[config.mk]
export PLATFORM = sky130hd
export DESIGN_NAME = vram_cpu_port
export DESIGN_NICKNAME = d
export VERILOG_FILES = /design/src/rtl/vram_cpu_port_pkg.sv /design/src/rtl/vram_cpu_port.sv
export SDC_FILE = /design/constraint.sdc
export NUM_CORES = 1
export LEC_CHECK = 0
export BUFFER_PORTS_ARGS = -buffer_cell sky130_fd_sc_hd__buf_4
export CAP_MARGIN = 25
export CORE_ASPECT_RATIO = 1.75
export CORE_MARGIN = 2
export CORE_UTILIZATION = 47
export DETAILED_ROUTE_END_ITERATION = 10
export HOLD_SLACK_MARGIN = 0.15
export PLACE_DENSITY = 0.78
export SLEW_MARGIN = 20
export SYNTH_ARGS = -nofsm -noshare
export SYNTH_HDL_FRONTEND = slang
export SYNTH_SLANG_ARGS = --single-unit
[constraint.sdc]
create_clock -name clk -period 1.7 [get_ports clk]
set_input_delay 0.255 -clock clk [delete_from_list [all_inputs] [get_ports clk]]
set_output_delay 0.255 -clock clk [all_outputs]
set_load 0.005 [all_outputs]
[src/rtl/vram_cpu_port_pkg.sv]
// Shared types and constants for the CPU-side VRAM access port.
// Holds the access FSM encoding, control-byte opcodes and address helpers.
package vram_cpu_port_pkg;

    localparam int DATA_W = 8;
    localparam int ADDR_W = 16;
    localparam int REG_W  = 6;

    typedef enum logic [1:0] {
        ST_IDLE    = 2'd0,
        ST_WR_PEND = 2'd1,
        ST_RD_PEND = 2'd2,
        ST_RD_WAIT = 2'd3
    } state_t;

    // Opcode carried in bits [7:6] of the second control byte
    localparam logic [1:0] CC_RD_SETUP = 2'b00;
    localparam logic [1:0] CC_WR_SETUP = 2'b01;
    localparam logic [1:0] CC_REG_WR   = 2'b10;
    localparam logic [1:0] CC_NOP      = 2'b11;

    function automatic logic [ADDR_W-1:0] setup_addr(
        input logic [1:0]        page,
        input logic [5:0]        mid,
        input logic [DATA_W-1:0] lo
    );
        return {page, mid, lo};
    endfunction

    // Natural 16-bit wrap from 0xFFFF to 0x0000
    function automatic logic [ADDR_W-1:0] addr_inc(input logic [ADDR_W-1:0] a);
        return a + 16'd1;
    endfunction

endpackage

[src/rtl/vram_cpu_port.sv]
// CPU access port into VRAM: two-byte control protocol, read-ahead data port,
// and a small FSM that waits for the arbiter slot before strobing the RAM.
module vram_cpu_port
    import vram_cpu_port_pkg::*;
(
    input  logic              clk,
    input  logic              reset,
    input  logic              cpu_req,
    input  logic              cpu_wr,
    input  logic              cpu_mode,
    input  logic [DATA_W-1:0] cpu_din,
    output logic [DATA_W-1:0] cpu_dout,
    output logic              busy,
    output logic              ovr,
    input  logic [1:0]        addr_hi,
    input  logic [DATA_W-1:0] status_in,
    output logic              status_rd,
    output logic              reg_we,
    output logic [REG_W-1:0]  reg_addr,
    output logic [DATA_W-1:0] reg_data,
    input  logic              vram_gnt,
    output logic              vram_we,
    output logic              vram_re,
    output logic [ADDR_W-1:0] vram_addr,
    output logic [DATA_W-1:0] vram_dout,
    input  logic [DATA_W-1:0] vram_din
);

    state_t              state;
    logic                ff;
    logic [DATA_W-1:0]   lo_byte;
    logic [DATA_W-1:0]   rd_buf;
    logic [DATA_W-1:0]   wr_buf;
    logic [ADDR_W-1:0]   addr;
    logic                accept;

    assign busy   = (state != ST_IDLE);
    assign accept = cpu_req && !busy;

    // RAM strobes only ever come from mutually exclusive states
    assign vram_we   = (state == ST_WR_PEND) && vram_gnt;
    assign vram_re   = (state == ST_RD_PEND) && vram_gnt;
    assign vram_addr = addr;
    assign vram_dout = wr_buf;

    always_ff @(posedge clk) begin
        if (reset) begin
            state     <= ST_IDLE;
            ff        <= 1'b0;
            ovr       <= 1'b0;
            addr      <= '0;
            lo_byte   <= '0;
            rd_buf    <= '0;
            wr_buf    <= '0;
            cpu_dout  <= '0;
            reg_we    <= 1'b0;
            status_rd <= 1'b0;
            reg_addr  <= '0;
            reg_data  <= '0;
        end else begin
            reg_we    <= 1'b0;
            status_rd <= 1'b0;

            if (cpu_req && busy)
                ovr <= 1'b1;

            unique case (state)
                ST_IDLE: begin
                    if (accept) begin
                        if (cpu_mode) begin
                            if (cpu_wr) begin
                                if (!ff) begin
                                    lo_byte <= cpu_din;
                                    ff      <= 1'b1;
                                end else begin
                                    ff <= 1'b0;
                                    case (cpu_din[7:6])
                                        CC_RD_SETUP: begin
                                            addr  <= setup_addr(addr_hi, cpu_din[5:0], lo_byte);
                                            state <= ST_RD_PEND;
                                        end
                                        CC_WR_SETUP: begin
                                            addr <= setup_addr(addr_hi, cpu_din[5:0], lo_byte);
                                        end
                                        CC_REG_WR: begin
                                            reg_we   <= 1'b1;
                                            reg_addr <= cpu_din[5:0];
                                            reg_data <= lo_byte;
                                        end
                                        default: ;
                                    endcase
                                end
                            end else begin
                                cpu_dout  <= status_in;
                                status_rd <= 1'b1;
                                ff        <= 1'b0;
                            end
                        end else begin
                            // Data port: writes also refresh the read-ahead buffer
                            ff <= 1'b0;
                            if (cpu_wr) begin
                                rd_buf <= cpu_din;
                                wr_buf <= cpu_din;
                                state  <= ST_WR_PEND;
                            end else begin
                                cpu_dout <= rd_buf;
                                state    <= ST_RD_PEND;
                            end
                        end
                    end
                end
                ST_WR_PEND: begin
                    if (vram_gnt) begin
                        addr  <= addr_inc(addr);
                        state <= ST_IDLE;
                    end
                end
                ST_RD_PEND: begin
                    if (vram_gnt)
                        state <= ST_RD_WAIT;
                end
                ST_RD_WAIT: begin
                    // RAM data is valid the cycle after the granted read
                    rd_buf <= vram_din;
                    addr   <= addr_inc(addr);
                    state  <= ST_IDLE;
                end
                default: state <= ST_IDLE;
            endcase
        end
    end

endmodule

# Word level (Yosys, flattened, before mapping)
# Index checks and enable logic that the tools add are counted.
# classes
n_addsub	1
n_eq_ne	16
mux	28
bitwise_logic	5
reduce_logical	21
# ops
op	n
$mux W16	6
$mux W8	6
$pmux W16 S3	1
$add A16 B1 Y16 const B	1
$mux W2	8
$ne A2 B2 Y1 const B	8
$pmux W8 S2	1
$reduce_and A6 Y1	2
$pmux W2 S4	1
$reduce_and A4 Y1	2
$reduce_and A7 Y1	1
$eq A2 B2 Y1 const B	3
$ne A3 B3 Y1 const B	2
$reduce_or A6 Y1	1
$mux W1	5
$not A1 Y1	5
$reduce_and A5 Y1	1
$eq A2 B1 Y1 const B	2
$logic_and A1 B1 Y1	4
$logic_not A2 Y1	2
$reduce_bool A2 Y1	2
$reduce_or A4 Y1	1
$ne A3 B2 Y1 const B	1
$reduce_and A3 Y1	1
other kinds (4)	4
# totals
regBits	68
inputBits	32
out_inout_bits	52
wordCells	83

# Logic depth before layout (Yosys ltp)
# Gate-level depths: netlist of the first run.
# depth
word_depth	8
depth_mapped	6

# Worst setup path before layout of the first run
# Ideal clock, no wire load.
# synth_timing
kind	flip-flop to flip-flop
start	reg state[1]
end	reg reg_data[3]
arrival_time_ns	1.622
path_slack_ns	-0.049
path_stages_with_launch	6
path_buffers	1
cell_sequence	dfxtp_1 or3b_4 nor4_4 buf_6 mux2i_1 nor2_1
# synth_between
elab_chain_len	4
# synth_lines
element	line	source
from (decl)	vram_cpu_port.sv:29	state_t state;
from (signal assigned)	vram_cpu_port.sv:48	state <= ST_IDLE;
from (signal assigned)	vram_cpu_port.sv:80	state <= ST_RD_PEND;
from (signal assigned)	vram_cpu_port.sv:104	state <= ST_WR_PEND;
$reduce_bool A2 Y1	vram_cpu_port.sv:37	assign busy = (state != ST_IDLE);
$logic_not A1 Y1	vram_cpu_port.sv:38	assign accept = cpu_req && !busy;
$logic_and A1 B1 Y1	vram_cpu_port.sv:38	
$reduce_and A6 Y1 (no line) (*)	--	
to (signal assigned)	vram_cpu_port.sv:88	reg_data <= lo_byte;
to (decl)	vram_cpu_port.sv:20	output logic [DATA_W-1:0] reg_data,
# Mark *: on every way between the ends. The rest lies on a longest branch, timed or not.
# A chain may end at the register's enable or synchronous reset.

# Worst setup path after layout of the first run
# layout_timing
start	reg addr[8] (netlist: vram_addr[8])
end	reg addr[11] (netlist: vram_addr[11])
# layout_between
elab_chain_len	3
# layout_lines
element	line	source
from (decl)	vram_cpu_port.sv:34	logic [ADDR_W-1:0] addr;
from (signal assigned)	vram_cpu_port.sv:79	addr <= setup_addr(addr_hi, cpu_din[5:0], lo_byte);
from (signal assigned)	vram_cpu_port.sv:83	addr <= setup_addr(addr_hi, cpu_din[5:0], lo_byte);
from (signal assigned)	vram_cpu_port.sv:114	addr <= addr_inc(addr);
$add A16 B1 Y16 (*)	vram_cpu_port_pkg.sv:32	return a + 16'd1;
$mux W16	vram_cpu_port.sv:113	if (vram_gnt) begin
$pmux W16 S3 (*)	vram_cpu_port.sv:67	unique case (state)
# Mark *: on every way between the ends. The rest lies on a longest branch, timed or not. The select of a mux whose other input is x is not followed.

==> flow_summary.yaml, run 1 <==
run_status:
  outcome: "complete, no violations"
final_layout:
  nets: 499
  diodes: 0
  fin_cells: 552
  fill_cells: 547
  multi_input_area_sq_um: 1660
  register_area_sq_um: 1360
  syn2layout_area_growth_pct: 39.3
  drive_above_1_share_pct: 32.1
die:
  dieArea_sq_um: 7280
  coreArea_sq_um: 6440
  start_util_pct: 48.1
  ioPinCount: 84
  num_rows: 39
  die_x_microns: 65.3
  die_h_microns: 111
timing:
  worstMarginPinSlew_ns: 0.694
  fin_crit_sh_pct: 98.1
  setup_ws_ns: 0.0320
  final.min_clock_period_ns: 1.67
  fmax_mhz: 600
  setup_viol: 0
  fin_skew_ns: 0.00561
  holdWs_ns: 0.214
  rsz0062_at_grt: "true"
  hold_viol: 0
  slew-limit-headroom_pct: 53.7
  report.final.slew_viol_count: 0
global_route:
  antenna_found_initial: 0
  overflow: 0
  grt_pass1_vias: 2857
  track_usage_pct: 25.3
  grt_start_max_net_pins: 71
  grt_pass1_wl_mm: 14.1
clock_network:
  clk_latency_ns: 0.33
  cts_tree: "yes"
  cts_root_buf: "clkbuf_16"
  htreeDepth: 3
  cts.path.max_buffers: 2
  cts.clk_slew.worst_paths_ns: 0.06
  clkSinkCount: 68
  cts_inserted_buffers: 9
synthesis:
  async_flop_share_pct: 0
  synth_nets: 398
  ys_warn_count: 0
  synth_top_family_by_area: "simple AND/OR/NAND/NOR gates"
  muxShareOfSynthArea_pct: 12.0
  synth_compound_gate_area_share_pct: 14.8
  avgSynthCellArea_sq_um: 8.48
  synth_ff_type: "dfxtp_1"
  synth_largest_area_cell: "dfxtp_1"
  synthSimpleGateAreaFrac_pct: 24.5
  synth_area_sq_um: 3100
  synth_cells: 365
  ys_seq_area_share_pct: 44.0
  synth-adder-area-share_pct: 0.404
  synth_xor_area_share_pct: 0
  synth_top_area_share_pct: 44.0
  ys_top_cells_by_area: "dfxtp_1 44%, mux2i_1 11%, nor2_1 6.7%, nand2_1 4.9%, a31oi_1 3.4%"
  ys_seq_elements: 68
  synth_edf_count: 0
  synth_cell_types: 43
detailed_routing:
  via_count: 3100
  vias_per_cell: 5.62
  drt_first_iter_violations: 210
  routed_wl_mm: 8.85
  ant_nets: 0
  firstDrtPassIters: 4
  drc_errors: 0
  wl_per_cell_microns: 16.0
critical_path:
  cp_max_fo: 6
  reg2reg_depth: 4
  critPathKind: "reg2reg"
  worst_r2r_startpoint: "vram_addr[8]"
  crit_arrival_ns: 1.91
  setup.worst_path.start_class: "flop"
  crit_required_ns: 1.94
  rrSetupSlack_ns: 0.03
  critPathCaptureType: "flop"
  rr_endpoint: "vram_addr[11]"
  crit_path_end: "vram_addr[11]"
  crit_path_start: "vram_addr[8]"
placement:
  numPlacedInstances: 536
  pre_cts_slack_ns: -0.0234
  port-buffer-count: 83
  gp_congestion: 0.879
  hpwl_mm: 6.17
power:
  switching_share_pct: 23.8
  vdd_drop_max_mv: 0.593
  leakagePower_nw: 1.68
  p_switching_uw: 911
  p_clk_share_pct: 44.3
  p_total_mw: 3.83
  pwr-share-seq_pct: 44.0
  pwr-share-comb_pct: 11.7
  p_int_mw: 2.92
  power_density_nw_per_um2: 888
run:
  cap_violations: 0
worst_hold_path:
  hold_path_class: "in2reg"
-- power groups by stage --
stage | clock, mW | sequential [mW] | combinational [mW]
after floorplan | 0 | 1.71 | 0.215
after global placement | 0 | 1.71 | 0.428
after detailed placement | 0 | 1.72 | 0.434
after CTS | 1.71 | 1.68 | 0.440
after global routing | 1.79 | 1.69 | 0.491
final | 1.70 | 1.68 | 0.448
-- what timing repair did --
item	in CTS	in global routing
gates resized for setup	2	15
pin swaps	1	0
hold buffers	1	0
endpoints found under the setup margin	1	26
buffers inserted	0	0
hold endpoints to repair	1	0
-- worst max-delay path, cell delays in order (launching register included) --
cell and delay [ns]:
dfxtp_1 0.43, nand2_1 0.23, nor4_2 0.36, mux2_2 0.37
a41oi_1 0.19
-- Yosys cell counts, types with 2 or more instances --
cell type	number
a211o_1	3
a211oi_1	9
a21oi_1	13
a31oi_1	17
a41oi_1	2
and2_1	4
buf_1	2
buf_2	5
clkbuf_1	14
dfxtp_1	68
inv_1	9
mux2_2	2
mux2i_1	35
nand2_1	40
nand3_1	21
nand4_1	5
nor2_1	55
nor2_2	2
nor2b_1	3
nor3_1	10
nor3b_1	3
nor4_1	8
o21a_1	4
o21ai_0	6
o21ai_1	2
o221a_2	4
or2_2	2
or3_1	2
-- worst min path at each step --
stage | to | slack, ns | depth (start not counted) | start
global placement | vram_dout[0] | 0.45 | 2 | vram_dout[0]
finish | lo_byte[7] | 0.21 | 3 | cpu_din[7]
floorplan | status_rd | 0.33 | 1 | cpu_wr
CTS | lo_byte[7] | 0.21 | 3 | cpu_din[7]
detailed placement | vram_dout[5] | 0.45 | 2 | vram_dout[5]
global route | vram_dout[0] | 0.22 | 3 | cpu_din[0]
-- metrics by stage --
stage	area [sq um]	TNS, ns	util [%]
final	4310	0	66.9
after global routing	4310	-0.0805	66.9
after CTS	4250	0	65.9
after detailed placement	3960	-0.0236	61.5
after global placement	3960	0	61.5
after floorplan	3100	-0.385	-
-- registers in the layout, summed over array words and instances (netlist names), 2 cells and up --
signal,flops
cpu_dout,8
lo_byte,8
rd_buf,8
reg_addr,6
reg_data,8
state,2
vram_addr,16
vram_dout,8
-- layout by cell type, fill, tap and decap left out, types with 2 or more instances in the layout --
| cell type | count |
|---|---|
| o21ai_1 | 2 |
| and2_1 | 3 |
| nand3_1 | 20 |
| buf_12 | 2 |
| clkbuf_16 | 9 |
| a31oi_1 | 17 |
| nand4_1 | 5 |
| nand2_1 | 39 |
| nor3_1 | 7 |
| a211o_1 | 3 |
| mux2i_1 | 35 |
| nor2b_1 | 3 |
| clkbuf_8 | 2 |
| o21ai_0 | 6 |
| nor2_1 | 55 |
| nor4_2 | 4 |
| mux2_2 | 2 |
| nor4_1 | 4 |
| nor2_2 | 2 |
| o21a_1 | 4 |
| dfxtp_1 | 66 |
| or3_1 | 2 |
| clkbuf_1 | 2 |
| a41oi_1 | 2 |
| nor3b_1 | 2 |
| inv_1 | 9 |
| clkinv_2 | 3 |
| o221a_2 | 4 |
| a21oi_1 | 13 |
| a211oi_1 | 9 |
| buf_4 | 107 |
| dfxtp_2 | 2 |
| nor3_2 | 3 |
-- final cells by class --
class | count | area share, %
clock inverter | 2 | 0.232
multi-input combinational | 265 | 38.4
clock buffer | 13 | 6.04
timing repair buffer | 112 | 20.4
tap | 82 | 2.38
inverter | 10 | 0.900
sequential | 68 | 31.6
-- cells by family (layout without fill, tap and decap cells) --
kind of cell             Yosys count  after routing
AND/OR/NAND/NOR                  160            160
flip-flops                        68             68
AO/OA/AOI/OAI                     67             67
multiplexers                      37             37
buffers and inverters             32            137
adder cells (fa/ha/maj)            1              1
-- per-layer routing --
layer / GRT usage, % / share of wire, % / vias to the layer above
met5: 0 / 0 / -
met4: 13.1 / 3.6 / 0
met3: 4.04 / 4.7 / 26
met2: 42.1 / 52 / 96
met1: 30.7 / 39 / 1464
li1: - / - / 1514
(Power assumes the default switching activity.)
==> run 2, diff against run 1 <==
ABC_AREA = 1   (was not set)
==> run 2 against run 1 <==
  * Total power rose by 8.4%
  * Sequential power hardly changed
  * Die area shrank 0.88%
  * First-iteration DRC count fell by 15%
  * Critical endpoint is now vram_we
==> flow_summary.yaml, run 2 <==
worst_hold_path:
  hold_path_startpoint: "cpu_req"
  holdPathEnd: "ovr"
  hold_depth: 3
  hold_path_class: "in2reg"
timing:
  worstMarginPinSlew_ns: 0.374
  report.final.slew_viol_count: 0
  setup_viol: 0
  hold_viol: 0
  fmax_mhz: 629
  setup_ws_ns: 0.110
  fin_crit_sh_pct: 93.5
  slew-limit-headroom_pct: 75.0
  fin_skew_ns: 0.00466
  final.min_clock_period_ns: 1.59
critical_path:
  reg2reg_depth: 8
  cp_max_fo: 17
  worst-path-buf-inv: 3
  crit_required_ns: 1.44
  crit_path_start: "state[0]"
  critPathCaptureType: "output port"
  critical_path.cell_chain: "inv_2, buf_4, nor3_2, buf_4"
  crit_arrival_ns: 1.33
  cp_common_cell: "buf_4"
  critPathKind: "reg2out"
  max_stage_delay_ns: 0.38
  slowest_stage: "dfxtp_2"
  worst_r2r_startpoint: "vram_addr[1]"
  crit_family: "buffers and inverters"
  rrSetupSlack_ns: 0.12
  setup.worst_path.start_class: "flop"
  rr_endpoint: "vram_addr[14]"
final_layout:
  largest_register_ffs: 16
  syn2layout_area_growth_pct: 34.2
  layout_commonest_cell: "nand2_1"
  diodes: 0
  fin_cells: 623
  nets: 570
  final_cell_mix: "97 x nand2_1, 94 x buf_4, 89 x nor2_1"
  drive_above_1_share_pct: 24.0
synthesis:
  avgSynthCellArea_sq_um: 6.81
  async_flop_share_pct: 0
  ys_seq_area_share_pct: 44.4
  synth_ff_type: "dfxtp_1"
  synth_cell_types: 30
  synth_edf_count: 0
  synth_area_sq_um: 3070
  ys_top_cells_by_area: "dfxtp_1 44%, nand2_1 12%, nor2_1 11%, o21ai_0 7.5%, a21oi_1 7.3%"
  yosysMostFrequentCell: "nand2_1"
  synth_top_area_share_pct: 44.4
  synth_largest_area_cell: "dfxtp_1"
  synth_cells: 450
  ys_warn_count: 0
  yosys-top-cells-count: "97 x nand2_1, 91 x nor2_1, 68 x dfxtp_1, 46 x o21ai_0, 45 x a21oi_1"
  ys_seq_elements: 68
  synth_nets: 483
clock_network:
  clk_latency_ns: 0.33
  cts_root_buf: "clkbuf_16"
  cts_tree: "yes"
  cts_inserted_buffers: 9
  cts.clk_slew.worst_paths_ns: 0.05
  cts.path.max_buffers: 2
  htreeDepth: 3
  clkSinkCount: 68
detailed_routing:
  ant_nets: 0
  vias_per_cell: 5.24
  firstDrtPassIters: 5
  via_count: 3264
  wl_per_cell_microns: 14.1
  routed_wl_mm: 8.77
  drt_first_iter_violations: 178
  drc_errors: 0
global_route:
  grt_pass1_wl_mm: 14.3
  overflow: 0
  grt_pass1_vias: 3158
  track_usage_pct: 25.7
  grt_start_max_net_pins: 36
  antenna_found_initial: 0
power:
  pwr-share-comb_pct: 11.7
  p_clk_share_pct: 47.0
  leakagePower_nw: 1.78
  p_int_mw: 3.14
  pwr-share-seq_pct: 41.3
  p_total_mw: 4.15
  vdd_drop_max_mv: 0.819
  p_switching_mw: 1.01
  power_density_nw_per_um2: 1010
  switching_share_pct: 24.4
run:
  cap_violations: 0
run_status:
  outcome: "complete, no violations"
placement:
  numPlacedInstances: 604
  gp_congestion: 0.852
  port-buffer-count: 83
  hpwl_mm: 6.38
  pre_cts_slack_ns: 0.154
die:
  die_x_microns: 65.1
  dieArea_sq_um: 7210
  start_util_pct: 47.6
  ioPinCount: 84
  die_h_microns: 111
  coreArea_sq_um: 6440
  num_rows: 39
[run 2: cell count changes in the layout (fill, tap and decap cells not counted), sizes merged, moves of 8 or more]
cell | previous run | this run
a31oi | 17 | 4
a21oi | 13 | 46
a211oi | 9 | 0
nor2 | 57 | 92
mux2i | 35 | 0
nor4 | 9 | 1
nand2 | 40 | 101
inv | 9 | 31
o21ai | 8 | 49
buf | 111 | 94
[run 2: cells by family (layout without fill, tap and decap cells)]
group,Yosys count,count (layout),share of synthesized area [%]
simple gates,224,224,29.8
fa+ha+maj,1,1,0.408
flops,68,68,44.4
buf+inv,50,141,7.02
compound gates,105,105,17.8
xor+xnor,2,2,0.571
[run 2: per-layer routing]
layer,routed length [microns],vias to the layer above,GRT usage (%)
met3,539,20,6.29
met1,3030,1484,26.1
met2,4890,120,45.8
li1,-,1640,-
met4,302,0,15.4
met5,0,-,0
[run 2: worst max-delay path by stage]
stage,to,slack (ns),cells after the start
2_1_floorplan,vram_addr[6],0.34,7
3_3_place_gp,vram_addr[14],0.24,8
3_5_place_dp,vram_addr[14],0.15,8
4_1_cts,vram_we,0.03,4
5_1_grt,vram_addr[14],-0.02,8
6_report,vram_we,0.11,4
[run 2: tightest hold or removal path, delay by kind of cell]
family / cells / cell delay [ns]
buf+inv: 1 / 0.10
compound gates: 1 / 0.06
simple gates: 1 / 0.07
[run 2: final cells by class]
type                    instances  area [sq um]
multi-input cells             332          1510
inverters                      31           119
repair buffers                 95           716
clock inverters                 5          77.6
fillers                       601          2330
clock buffers                  10           229
flip-flops and latches         68          1360
well taps                      82           103
[run 2: what timing repair did]
item,4_1_cts,5_1_grt
setup endpoints to repair,1,17
buffers inserted,0,3
hold buffers,1,0
resized for setup,1,7
endpoints found under the hold margin,1,0
pin swaps,0,1
gates cloned,0,0
[run 2: power by group through the flow]
stage | registers [mW] | clock network (mW) | logic [mW]
3_3_place_gp | 1.74 | 0 | 0.465
5_1_grt | 1.72 | 2.04 | 0.547
6_report | 1.71 | 1.95 | 0.487
3_5_place_dp | 1.74 | 0 | 0.474
4_1_cts | 1.71 | 1.97 | 0.480
2_1_floorplan | 1.74 | 0 | 0.277
[run 2: per-stage QoR]
step	instance area (sq um)	hold WS, ns	utilization, %	TNS [ns]
2_1_floorplan	3070	0.334	-	0
6_report	4120	0.189	63.9	0
4_1_cts	4080	0.182	63.3	0
3_5_place_dp	3750	0.457	58.3	0
5_1_grt	4120	0.187	63.9	-0.0172
3_3_place_gp	3750	0.456	58.3	0
